===== config.mk =====
export PLATFORM = sky130hd
export DESIGN_NAME = core_dbg_apb_arb
export DESIGN_NICKNAME = d
export VERILOG_FILES = /design/src/rtl/core_dbg_pkg.sv /design/src/rtl/core_dbg_rr_arb2.sv /design/src/rtl/core_dbg_apb_arb.sv
export SDC_FILE = /design/constraint.sdc
export NUM_CORES = 1
export LEC_CHECK = 0
export CAP_MARGIN = 5
export CORE_MARGIN = 2
export CORE_UTILIZATION = 39
export DETAILED_ROUTE_END_ITERATION = 8
export PLACE_DENSITY = 0.81
export SYNTH_ARGS = -nofsm -noshare
export SYNTH_HDL_FRONTEND = slang
export SYNTH_SLANG_ARGS = --single-unit

===== constraint.sdc =====
create_clock -name clk -period 2.1 [get_ports clk]
set_input_delay 0.42 -clock clk [delete_from_list [all_inputs] [get_ports clk]]
set_output_delay 0.42 -clock clk [all_outputs]
set_load 0.01 [all_outputs]

===== src/rtl/core_dbg_pkg.sv =====
// Shared core-debug APB definitions: requester count and the master FSM state type.
package core_dbg_pkg;
  localparam int NUM_RQ = 2;

  typedef enum logic [1:0] {IDLE, SETUP, ACCESS, DONE} apb_mst_state_t;
endpackage


===== src/rtl/core_dbg_rr_arb2.sv =====
// Two-way round-robin pick: a lone requester wins, a tie goes to the port named by rr_ptr.
module core_dbg_rr_arb2
  import core_dbg_pkg::*;
(
  input  logic [NUM_RQ-1:0] valid,
  input  logic              rr_ptr,
  output logic [NUM_RQ-1:0] gnt,
  output logic              gnt_idx,
  output logic              any
);

  always_comb begin
    gnt_idx = 1'b0;
    if (valid == 2'b11) gnt_idx = rr_ptr;
    else if (valid[1])  gnt_idx = 1'b1;
    any = |valid;
    gnt = 2'b00;
    if (any) gnt = gnt_idx ? 2'b10 : 2'b01;
  end

endmodule


===== src/rtl/core_dbg_apb_arb.sv =====
// APB master sharing the core-debug slave between the JTAG DTM (port 0) and system host (port 1).
//   state  | meaning
//   IDLE   | bus idle, arbitrate and latch the winner's request
//   SETUP  | psel high, penable low, load timeout
//   ACCESS | psel+penable high, wait for pready or timeout
//   DONE   | bus released, rq_done/rq_err/rq_rdata presented, rr_ptr advanced
module core_dbg_apb_arb
  import core_dbg_pkg::*;
#(
  parameter int ADDR_W  = 5,
  parameter int DATA_W  = 32,
  parameter int TMO_CYC = 255,
  parameter int TMO_W   = 8
) (
  input  logic              clk,
  input  logic              rst_n,
  input  logic [1:0]        rq_valid,
  input  logic [1:0]        rq_wr_rd,
  input  logic [ADDR_W-1:0] rq_addr0,
  input  logic [ADDR_W-1:0] rq_addr1,
  input  logic [DATA_W-1:0] rq_wdata0,
  input  logic [DATA_W-1:0] rq_wdata1,
  input  logic [3:0]        rq_strb0,
  input  logic [3:0]        rq_strb1,
  output logic [1:0]        rq_grant,
  output logic [1:0]        rq_done,
  output logic              rq_err,
  output logic [DATA_W-1:0] rq_rdata,
  output logic              psel,
  output logic              penable,
  output logic              pwrite,
  output logic [ADDR_W-1:0] paddr,
  output logic [DATA_W-1:0] pwdata,
  output logic [3:0]        pstrb,
  input  logic              pready,
  input  logic [DATA_W-1:0] prdata
);

  apb_mst_state_t    state, state_nxt;
  logic [TMO_W-1:0]  tmo_cnt, tmo_cnt_nxt;
  logic              win_idx, win_idx_nxt;
  logic              rr_ptr, rr_ptr_nxt;
  logic [1:0]        grant_nxt, done_nxt;
  logic              err_nxt;
  logic [DATA_W-1:0] rdata_nxt;
  logic              psel_nxt, penable_nxt, pwrite_nxt;
  logic [ADDR_W-1:0] paddr_nxt;
  logic [DATA_W-1:0] pwdata_nxt;
  logic [3:0]        pstrb_nxt;

  logic [1:0]        arb_gnt;
  logic              arb_idx, arb_any;
  logic              sel_wr;
  logic [ADDR_W-1:0] sel_addr;
  logic [DATA_W-1:0] sel_wdata;
  logic [3:0]        sel_strb;

  core_dbg_rr_arb2 u_arb (
    .valid   (rq_valid),
    .rr_ptr  (rr_ptr),
    .gnt     (arb_gnt),
    .gnt_idx (arb_idx),
    .any     (arb_any)
  );

  assign sel_wr    = rq_wr_rd[arb_idx];
  assign sel_addr  = arb_idx ? rq_addr1  : rq_addr0;
  assign sel_wdata = arb_idx ? rq_wdata1 : rq_wdata0;
  assign sel_strb  = arb_idx ? rq_strb1  : rq_strb0;

  always_comb begin
    state_nxt   = state;
    tmo_cnt_nxt = tmo_cnt;
    win_idx_nxt = win_idx;
    rr_ptr_nxt  = rr_ptr;
    grant_nxt   = rq_grant;
    done_nxt    = 2'b00;
    err_nxt     = 1'b0;
    rdata_nxt   = '0;
    psel_nxt    = psel;
    penable_nxt = penable;
    pwrite_nxt  = pwrite;
    paddr_nxt   = paddr;
    pwdata_nxt  = pwdata;
    pstrb_nxt   = pstrb;

    case (state)
      IDLE: begin
        if (arb_any) begin
          state_nxt   = SETUP;
          win_idx_nxt = arb_idx;
          grant_nxt   = arb_gnt;
          psel_nxt    = 1'b1;
          penable_nxt = 1'b0;
          pwrite_nxt  = sel_wr;
          paddr_nxt   = sel_addr;
          pwdata_nxt  = sel_wdata;
          pstrb_nxt   = sel_wr ? sel_strb : 4'h0;
        end
      end
      SETUP: begin
        state_nxt   = ACCESS;
        penable_nxt = 1'b1;
        tmo_cnt_nxt = TMO_W'(TMO_CYC - 1);
      end
      ACCESS: begin
        // Terminal count reached on the TMO_CYC-th wait cycle aborts the transfer.
        if (pready || tmo_cnt == '0) begin
          state_nxt         = DONE;
          psel_nxt          = 1'b0;
          penable_nxt       = 1'b0;
          grant_nxt         = 2'b00;
          done_nxt[win_idx] = 1'b1;
          err_nxt           = ~pready;
          if (pready && !pwrite) rdata_nxt = prdata;
        end else begin
          tmo_cnt_nxt = tmo_cnt - 1'b1;
        end
      end
      DONE: begin
        state_nxt   = IDLE;
        rr_ptr_nxt  = ~win_idx;
        tmo_cnt_nxt = '0;
      end
      default: state_nxt = IDLE;
    endcase
  end

  always_ff @(posedge clk) begin
    if (!rst_n) begin
      state    <= IDLE;
      tmo_cnt  <= '0;
      win_idx  <= 1'b0;
      rr_ptr   <= 1'b0;
      rq_grant <= 2'b00;
      rq_done  <= 2'b00;
      rq_err   <= 1'b0;
      rq_rdata <= '0;
      psel     <= 1'b0;
      penable  <= 1'b0;
      pwrite   <= 1'b0;
      paddr    <= '0;
      pwdata   <= '0;
      pstrb    <= 4'h0;
    end else begin
      state    <= state_nxt;
      tmo_cnt  <= tmo_cnt_nxt;
      win_idx  <= win_idx_nxt;
      rr_ptr   <= rr_ptr_nxt;
      rq_grant <= grant_nxt;
      rq_done  <= done_nxt;
      rq_err   <= err_nxt;
      rq_rdata <= rdata_nxt;
      psel     <= psel_nxt;
      penable  <= penable_nxt;
      pwrite   <= pwrite_nxt;
      paddr    <= paddr_nxt;
      pwdata   <= pwdata_nxt;
      pstrb    <= pstrb_nxt;
    end
  end

endmodule


==> impl_metrics.env, run 1 <==
export IMPL_hold_violations=0
export IMPL_grt_max_degree=35
export IMPL_syn_instance_count=415
export IMPL_cp_arrival_ps=2170
export IMPL_relSlewSlack_pct=48.27
export IMPL_grt_overflow=0
export IMPL_leakage_nw=2.433
export IMPL_dieHeight_um=101.3
export IMPL_rows=35
export IMPL_synth_nets=542
export IMPL_synth_edff_count=0
export IMPL_cp_max_fo=5
export IMPL_diodes=0
export IMPL_report_final_slew_viol_count=0
export IMPL_hpwl_mm=8.870
export IMPL_layout_drive_gt1_share_pct=7.903
export IMPL_cts_made_buffers=9
export IMPL_worst_slew_pin_slew_ps=775.4
export IMPL_cts_path_max_buffers=2
export IMPL_firstDrtPassIters=5
export IMPL_synthTopCellsByArea="dfxtp_1, a311oi_1, nand2_1, and2_1, nor2_1"
export IMPL_first_iter_violations=91
export IMPL_post_cts_setup_buffers=0
export IMPL_dieArea_um2=10250
export IMPL_cts_tree="built"
export IMPL_synth_top_flop_cell="dfxtp_1"
export IMPL_crit_type="reg2reg"
export IMPL_cp_buffers_inverters=2
export IMPL_clkSinkCount=93
export IMPL_cts_resized=0
export IMPL_timing_setup_tns_ps=0
export IMPL_n_fill_cell=743
export IMPL_die_width_um=101.3
export IMPL_status="complete, no violations"
export IMPL_max_cap_viol_count=0
export IMPL_dp_slack_ps=78.70
export IMPL_synth_area_per_cell_um2=8.891
export IMPL_placedCellCount=716
export IMPL_final_cells=731
export IMPL_fin_nets=743
export IMPL_vdd_drop_max_mv=0.6631
export IMPL_max_stage_delay_ps=360
export IMPL_yosysTopAreaCell="dfxtp_1"
export IMPL_drtAntennaViolNets=0
export IMPL_syn_area_um2=3690
export IMPL_antenna_found_initial=0
export IMPL_rsz0062_at_grt="no"
export IMPL_numPortBuffers=201
export IMPL_critPathCaptureType="register"
export IMPL_start_util_pct=40.12
export IMPL_setup_violations=0
export IMPL_multi_input_comb_area_um2=1679
export IMPL_hold_class="reg2reg"
export IMPL_p_per_area_nw_per_um2=1065
export IMPL_cp_data_required_time_ps=2340
export IMPL_core_area_um2=9196
export IMPL_routed_via_density=5.198
export IMPL_grt_pass1_vias=3692
export IMPL_synth_top_area_share_pct=50.46
export IMPL_wl_per_cell_um=16.11
export IMPL_start_kind="register"
export IMPL_num_vias=3800
export IMPL_drt_total_wl_mm=11.78
export IMPL_cts_htree_levels=3
export IMPL_grt_use_total_pct=21.68
export IMPL_fin_crit_sh_pct=92.36
export IMPL_total_power_mw=6.510
export IMPL_ys_ff_latch=93
export IMPL_fmax_ghz=0.5156
export IMPL_crit_path_cell_trace="inv_1 > ha_1 > nor4b_2 > a211oi_1 > buf_4 > a211o_1 > a32o_1"
export IMPL_ios=202
export IMPL_synth_cell_type_count=40
export IMPL_gp_congestion=0.8225
export IMPL_clkLatencyLatePin_ps=350
export IMPL_synth_warnings=0
export IMPL_grt_pass1_wl_mm=17.70
export IMPL_hold_ws_ps=469.8
export IMPL_area_delta_synth_final_pct=65.72
export IMPL_path_delay_family="compound AO/OA/AOI/OAI gates"
export IMPL_async_flop_share_pct=0
export IMPL_seq_area_um2=1862
export IMPL_worst_slack_ps=160.5
export IMPL_root_buffer="clkbuf_8"
export IMPL_skew_ps=17.07
export IMPL_clk_pin_slew_ps=90
export IMPL_drc=0
export IMPL_yosysSeqAreaShare_pct=50.46
export IMPL_layout_min_cycle_time_ps=1940
export IMPL_crit_slowest_cell="dfxtp_1"
export IMPL_cts_hold_buf=0
==> stage by stage <==
step	cell area [um^2]	util (%)
floorplan	3690	-
global placement	5922	64.39
detailed placement	5922	64.39
CTS	6115	66.49
global route	6115	66.49
finish	6115	66.49
==> report_power, final <==
group          switching (mW)  internal, mW
clock network           0.635         0.555
registers               0.261          2.17
logic                    1.34          1.55
total                    2.24          4.27
==> flip-flops by register name (all words and copies together), names as in the netlist <==
register,count
paddr,5
penable,1
psel,1
pstrb,4
pwdata,32
pwrite,1
rq_done,2
rq_err,1
rq_grant,2
rq_rdata,32
rr_ptr,1
state,2
tmo_cnt,8
win_idx,1
==> cell type report <==
| cell class | count | area share, % |
|---|---|---|
| clock buffers | 9 | 2.026 |
| repair buffers | 220 | 36.05 |
| well taps | 111 | 2.271 |
| multi-input cells | 282 | 27.46 |
| flip-flops and latches | 93 | 30.45 |
| inverters | 10 | 0.6139 |
| clock inverters | 6 | 1.125 |
==> logic make-up after synthesis <==
logic type / after synthesis / share of synthesized area, %
flops: 93 / 50.46
fa+ha+maj: 6 / 2.035
simple gates: 189 / 23.70
compound gates: 86 / 19.23
buf+inv: 40 / 4.306
mux: 1 / 0.2713
==> Yosys cell counts, drive strengths merged (3+ instances only) <==
library cell and n:
a311oi 37, o21ai 7, nor2 50, clkbuf 20, dfxtp 93, a21oi 8, or2 3, nand3b 5
ha 6, and2 34, a211oi 3, a32o 3, o211a 7, a31o 6, a221o 4, nand2 84
nor3 3, a211o 3, buf 10, inv 10
==> metal layers <==
layer / up-vias / track usage [%] / wire length, um
met4: 0 / 10.60 / 403
met2: 133 / 38.51 / 5987
met3: 35 / 3.727 / 685
met5: - / 0 / 0
li1: 1837 / - / -
met1: 1795 / 25.15 / 4699
==> path summary, 6_finish.rpt <==
check	startpoint	endpoint	slack, ps	cells after the start
worst max register to register	tmo_cnt[0]	rq_grant[1]	160	7
worst min register to register	win_idx	rq_done[1]	470	2
worst min-delay path	win_idx	rq_done[1]	470	2
worst max-delay path	tmo_cnt[0]	rq_grant[1]	160	7
==> worst register-to-register path, stage by stage, from the launching register on <==
cell      delay [ps]
dfxtp_1          360
inv_1             70
ha_1             200
nor4b_2          270
a211oi_1         170
buf_4            170
a211o_1          310
a32o_1           270
==> layout by cell type, fill, tap and decap left out, drive strengths merged, types with 4 or more instances in the layout <==
cell and count:
o211a 7, clkbuf 9, and2 34, a311oi 37, a21oi 8, a31o 6, nand2 84, o21ai 7
nor2 50, nand3b 5, dfxtp 93, ha 6, a221o 4, clkdlybuf4s50 201, buf 19, inv 13
(Power assumes the default switching activity.)
==> run 2, diff against run 1 <==
--- a/config.mk
+++ b/config.mk
@@ -7,9 +7,9 @@
 export LEC_CHECK = 0
 export CAP_MARGIN = 5
 export CORE_MARGIN = 2
-export CORE_UTILIZATION = 39
+export CORE_UTILIZATION = 42
 export DETAILED_ROUTE_END_ITERATION = 8
-export PLACE_DENSITY = 0.81
+export PLACE_DENSITY = 0.86
 export SYNTH_ARGS = -nofsm -noshare
 export SYNTH_HDL_FRONTEND = slang
 export SYNTH_SLANG_ARGS = --single-unit
==> constraint.sdc (replaced) <==
create_clock -name clk -period 2.37 [get_ports clk]
set_input_delay 0.474 -clock clk [delete_from_list [all_inputs] [get_ports clk]]
set_output_delay 0.474 -clock clk [all_outputs]
set_load 0.01 [all_outputs]
==> run 2 against run 1 <==
Sequential share of layout area increased by 0.40 points. First-iteration DRC count grew 21%. Largest power group unchanged. Setup slack improved by 140 ps.
==> impl_metrics.env, run 2 (synthesis gave the netlist of run 1 again) <==
export IMPL_reg2reg_from="tmo_cnt[0]"
export IMPL_cts_tree="built"
export IMPL_final_area_um2=6035
export IMPL_cp_arrival_ps=2330
export IMPL_crit_type="reg2reg"
export IMPL_start_kind="register"
export IMPL_drtAntennaViolNets=0
export IMPL_fmax_ghz=0.4824
export IMPL_grt_pass1_vias=3733
export IMPL_cts_hold_buf=0
export IMPL_critPathCaptureType="register"
export IMPL_routed_via_density=5.175
export IMPL_antenna_found_initial=0
export IMPL_grt_max_degree=75
export IMPL_clk_pin_slew_ps=90
export IMPL_r2r_end="tmo_cnt[1]"
export IMPL_skew_ps=14.56
export IMPL_timing_setup_tns_ps=0
export IMPL_placed_cell_area_um2=5831
export IMPL_report_final_slew_viol_count=0
export IMPL_cp_max_fo=8
export IMPL_fin_nets=733
export IMPL_max_cap_viol_count=0
export IMPL_p_per_area_nw_per_um2=941.2
export IMPL_mostFrequentLayoutCell="clkdlybuf4s50_1"
export IMPL_leakage_nw=2.385
export IMPL_rr_worst_depth=6
export IMPL_grt_overflow=0
export IMPL_rows=34
export IMPL_relSlewSlack_pct=46.89
export IMPL_layout_min_cycle_time_ps=2073
export IMPL_clkLatencyLatePin_ps=370
export IMPL_hold_depth=2
export IMPL_r2r_slack_ps=300
export IMPL_layout_drive_gt1_share_pct=6.547
export IMPL_hold_violations=0
export IMPL_grt_use_total_pct=23.39
export IMPL_gp_congestion=0.8325
export IMPL_root_buffer="clkbuf_8"
export IMPL_numPortBuffers=201
export IMPL_dieHeight_um=97.73
export IMPL_drc=0
export IMPL_die_width_um=97.73
export IMPL_top_regs="pwdata (32), rq_rdata (32), tmo_cnt (8)"
export IMPL_vdd_drop_max_mv=0.5286
export IMPL_layout_common_cells="clkdlybuf4s50_1, dfxtp_1, nand2_1, nor2_1, a311oi_1"
export IMPL_cts_resized=0
export IMPL_fin_crit_sh_pct=87.47
export IMPL_n_fill_cell=649
export IMPL_wl_per_cell_um=15.52
export IMPL_hold_class="reg2reg"
export IMPL_hpwl_mm=8.226
export IMPL_num_vias=3721
export IMPL_post_cts_setup_buffers=0
export IMPL_min_delay_start="pstrb[2]"
export IMPL_setup_violations=0
export IMPL_rsz0062_at_grt="no"
export IMPL_grt_pass1_wl_mm=18.11
export IMPL_dieArea_um2=9551
export IMPL_cts_path_max_buffers=2
export IMPL_diodes=0
export IMPL_min_delay_worst_endpoint="pstrb[2]"
export IMPL_first_iter_violations=110
export IMPL_ios=202
export IMPL_core_area_um2=8636
export IMPL_cp_data_required_time_ps=2630
export IMPL_status="complete, no violations"
export IMPL_clkSinkCount=93
export IMPL_drt_total_wl_mm=11.16
export IMPL_cts_htree_levels=3
export IMPL_start_util_pct=42.73
export IMPL_worst_slew_pin_slew_ps=796.0
export IMPL_area_delta_synth_final_pct=63.55
export IMPL_firstDrtPassIters=4
export IMPL_cts_made_buffers=9
==> run 2: cell count changes in the layout (fill, tap and decap cells not counted), sizes merged <==
cell	before	now
buf	19	9
inv	13	14
==> run 2: worst max-delay path by stage <==
stage | endpoint | depth (start not counted) | slack [ps] | from
final | tmo_cnt[1] | 6 | 300 | tmo_cnt[0]
after global routing | tmo_cnt[1] | 6 | 150 | tmo_cnt[0]
after CTS | tmo_cnt[1] | 6 | 330 | tmo_cnt[0]
after detailed placement | rq_rdata[3] | 3 | 260 | pready
after global placement | rq_rdata[6] | 3 | 320 | pready
after floorplan | tmo_cnt[7] | 4 | 580 | tmo_cnt[0]
==> run 2: report_power, final <==
part | leakage, nW | switching (mW) | internal [mW]
sequential | 0.762 | 0.220 | 1.92
clock | 0.103 | 0.602 | 0.505
combinational | 1.52 | 1.16 | 1.27
==> run 2: through the flow <==
step / std cells / setup WS (ps) / total power, mW / utilization (%) / hold WS, ps
2_1_floorplan: 415 / 584.7 / 3.483 / - / 426.5
3_3_place_gp: 703 / 322.8 / 4.487 / 67.52 / 443.1
3_5_place_dp: 703 / 258.0 / 4.600 / 67.52 / 448.1
4_1_cts: 719 / 330.6 / 5.711 / 69.88 / 461.2
5_1_grt: 719 / 152.8 / 6.034 / 69.88 / 478.7
6_report: 719 / 296.9 / 5.680 / 69.88 / 456.7
==> run 2: routing by layer <==
layer	wire [um]	GRT usage, %
met1	4560	27.33
met4	344	10.47
met3	497	3.794
met5	0	0
met2	5758	42.12
==> run 2: critical path, cell delays in order, from the launching register on <==
cell	delay, ps
dfxtp_1	360
inv_1	70
ha_1	190
nor4b_2	450
a211oi_1	210
o21bai_1	340
o221a_2	340
==> run 2: area by class of cell <==
type                    count  area (um^2)  share of cell area (%)
flip-flops and latches     93         1862                   30.85
inverters                  10        37.54                  0.6220
multi-input cells         282         1679                   27.82
repair buffers            210         2117                   35.08
clock buffers               9        123.9                   2.053
well taps                 108        135.1                   2.239
clock inverters             7        80.08                   1.327
==> run 3, diff against run 2 <==
--- a/config.mk
+++ b/config.mk
@@ -8,8 +8,10 @@
 export CAP_MARGIN = 5
 export CORE_MARGIN = 2
 export CORE_UTILIZATION = 42
+export CTS_CLUSTER_SIZE = 8
 export DETAILED_ROUTE_END_ITERATION = 8
 export PLACE_DENSITY = 0.86
+export SETUP_SLACK_MARGIN = 0.2
 export SYNTH_ARGS = -nofsm -noshare
 export SYNTH_HDL_FRONTEND = slang
 export SYNTH_SLANG_ARGS = --single-unit
==> run 3 against run 2 <==
Final area up 0.15%. Via count up 0.56%. Maximum frequency is 4.5% higher. Die area is the same. Sequential share of layout area barely moved. Routed wire length is 0.30% higher. Power grew 0.39%. Final cell count is the same. Critical path depth stayed put. Core utilization increased by 0.10 points. Largest power group unchanged.
==> impl_metrics.env, run 3 (synthesis gave the netlist of run 1 again) <==
export IMPL_status="complete, no violations"
export IMPL_mostFrequentLayoutCell="clkdlybuf4s50_1"
export IMPL_final_cells=719
export IMPL_layout_drive_gt1_share_pct=6.547
export IMPL_relSlewSlack_pct=46.89
export IMPL_cts_tree="built"
export IMPL_first_iter_violations=111
export IMPL_drt_total_wl_mm=11.20
export IMPL_numPortBuffers=201
export IMPL_grt_use_total_pct=23.39
export IMPL_crit_type="reg2reg"
export IMPL_vdd_drop_max_mv=0.5335
export IMPL_drc=0
export IMPL_ios=202
export IMPL_top_regs="pwdata (32), rq_rdata (32), tmo_cnt (8)"
export IMPL_dieArea_um2=9551
export IMPL_dieHeight_um=97.73
export IMPL_rr_worst_depth=6
export IMPL_die_width_um=97.73
export IMPL_grt_pass1_wl_mm=18.11
export IMPL_timing_setup_tns_ps=0
export IMPL_leakage_nw=2.394
export IMPL_cp_data_required_time_ps=2680
export IMPL_area_delta_synth_final_pct=63.78
export IMPL_grt_pass1_vias=3733
export IMPL_hold_depth=2
export IMPL_rsz0062_at_grt="no"
export IMPL_cts_htree_levels=3
export IMPL_r2r_end="tmo_cnt[1]"
export IMPL_r2r_slack_ps=390
export IMPL_fin_nets=733
export IMPL_start_util_pct=42.73
export IMPL_layout_common_cells="clkdlybuf4s50_1, dfxtp_1, nand2_1, nor2_1, a311oi_1"
export IMPL_clkSinkCount=93
export IMPL_seq_area_um2=1862
export IMPL_grt_max_degree=75
export IMPL_drtAntennaViolNets=0
export IMPL_skew_ps=14.49
export IMPL_reg2reg_from="tmo_cnt[0]"
export IMPL_wl_per_cell_um=15.57
export IMPL_final_area_um2=6043
export IMPL_routed_via_density=5.204
export IMPL_dp_slack_ps=258.0
export IMPL_p_per_area_nw_per_um2=943.5
export IMPL_cts_path_max_buffers=2
export IMPL_worst_slack_ps=385.4
export IMPL_max_cap_viol_count=0
export IMPL_rows=34
export IMPL_cts_made_buffers=9
export IMPL_placed_cell_area_um2=5831
export IMPL_root_buffer="clkbuf_8"
export IMPL_n_fill_cell=650
export IMPL_start_kind="register"
export IMPL_hpwl_mm=8.226
export IMPL_hold_violations=0
export IMPL_clkLatencyLatePin_ps=370
export IMPL_cp_max_fo=8
export IMPL_fmax_ghz=0.5039
export IMPL_cts_hold_buf=0
export IMPL_cp_arrival_ps=2290
export IMPL_gp_congestion=0.8325
export IMPL_hold_class="reg2reg"
export IMPL_critPathCaptureType="register"
export IMPL_min_delay_worst_endpoint="pstrb[2]"
export IMPL_report_final_slew_viol_count=0
export IMPL_placedCellCount=703
export IMPL_layout_min_cycle_time_ps=1985
export IMPL_num_vias=3742
export IMPL_setup_violations=0
export IMPL_clk_pin_slew_ps=90
export IMPL_worst_slew_pin_slew_ps=796.0
export IMPL_core_area_um2=8636
export IMPL_grt_overflow=0
export IMPL_fin_crit_sh_pct=83.74
export IMPL_antenna_found_initial=0
export IMPL_min_delay_start="pstrb[2]"
export IMPL_diodes=0
export IMPL_multi_input_comb_area_um2=1688
export IMPL_firstDrtPassIters=4
export IMPL_crit_start="tmo_cnt[0]"
-- run 3: cell counts in the layout (fill, tap and decap cells not counted) --
Identical to the previous run, type by type.
-- run 3: power by group --
part	leakage, nW	total (mW)	switching (mW)	internal, mW
clock network	0.103	1.11	0.603	0.505
registers	0.762	2.15	0.227	1.92
logic	1.53	2.45	1.17	1.28
total	2.39	5.70	2.00	3.71
-- run 3: through the flow --
| step | util, % | total power, mW | hold WS (ps) |
|---|---|---|---|
| CTS | 69.88 | 5.711 | 461.2 |
| global route | 69.98 | 6.056 | 478.7 |
| global placement | 67.52 | 4.487 | 443.1 |
| floorplan | - | 3.483 | 426.5 |
| detailed placement | 67.52 | 4.600 | 448.1 |
| finish | 69.98 | 5.702 | 456.7 |
-- run 3: per-layer routing --
| layer | up-vias | GRT usage (%) | part of all wire [%] |
|---|---|---|---|
| met5 | - | 0 | 0 |
| li1 | 1821 | - | - |
| met3 | 30 | 3.794 | 5.0 |
| met1 | 1758 | 27.33 | 41 |
| met4 | 0 | 10.47 | 3.2 |
| met2 | 133 | 42.12 | 51 |
-- run 3: what timing repair did --
| action | CTS | global route |
|---|---|---|
| setup buffers | 0 | 0 |
| endpoints found under the setup margin | 0 | 1 |
| gates resized for setup | 0 | 1 |
| endpoints found under the hold margin | 0 | 0 |
-- run 3: how the worst max path moves through the flow --
stage | depth (start not counted) | to | slack (ps)
detailed placement | 3 | rq_rdata[3] | 260
CTS | 6 | tmo_cnt[1] | 330
floorplan | 4 | tmo_cnt[7] | 580
global route | 6 | tmo_cnt[1] | 240
finish | 6 | tmo_cnt[1] | 390
global placement | 3 | rq_rdata[6] | 320
-- run 3: worst max-delay path, cell delays in order (launching register included) --
cell	delay (ps)
dfxtp_1	410
inv_1	70
ha_1	250
nor4b_4	170
a211oi_1	390
o21bai_1	360
o221a_2	290
-- run 3: layout make-up --
class,count,area share (%)
Clock inverter,7,1.325
Inverter,10,0.6211
Tap cell,108,2.236
Sequential cell,93,30.81
Multi-Input combinational cell,282,27.93
Clock buffer,9,2.050
Timing Repair Buffer,210,35.03
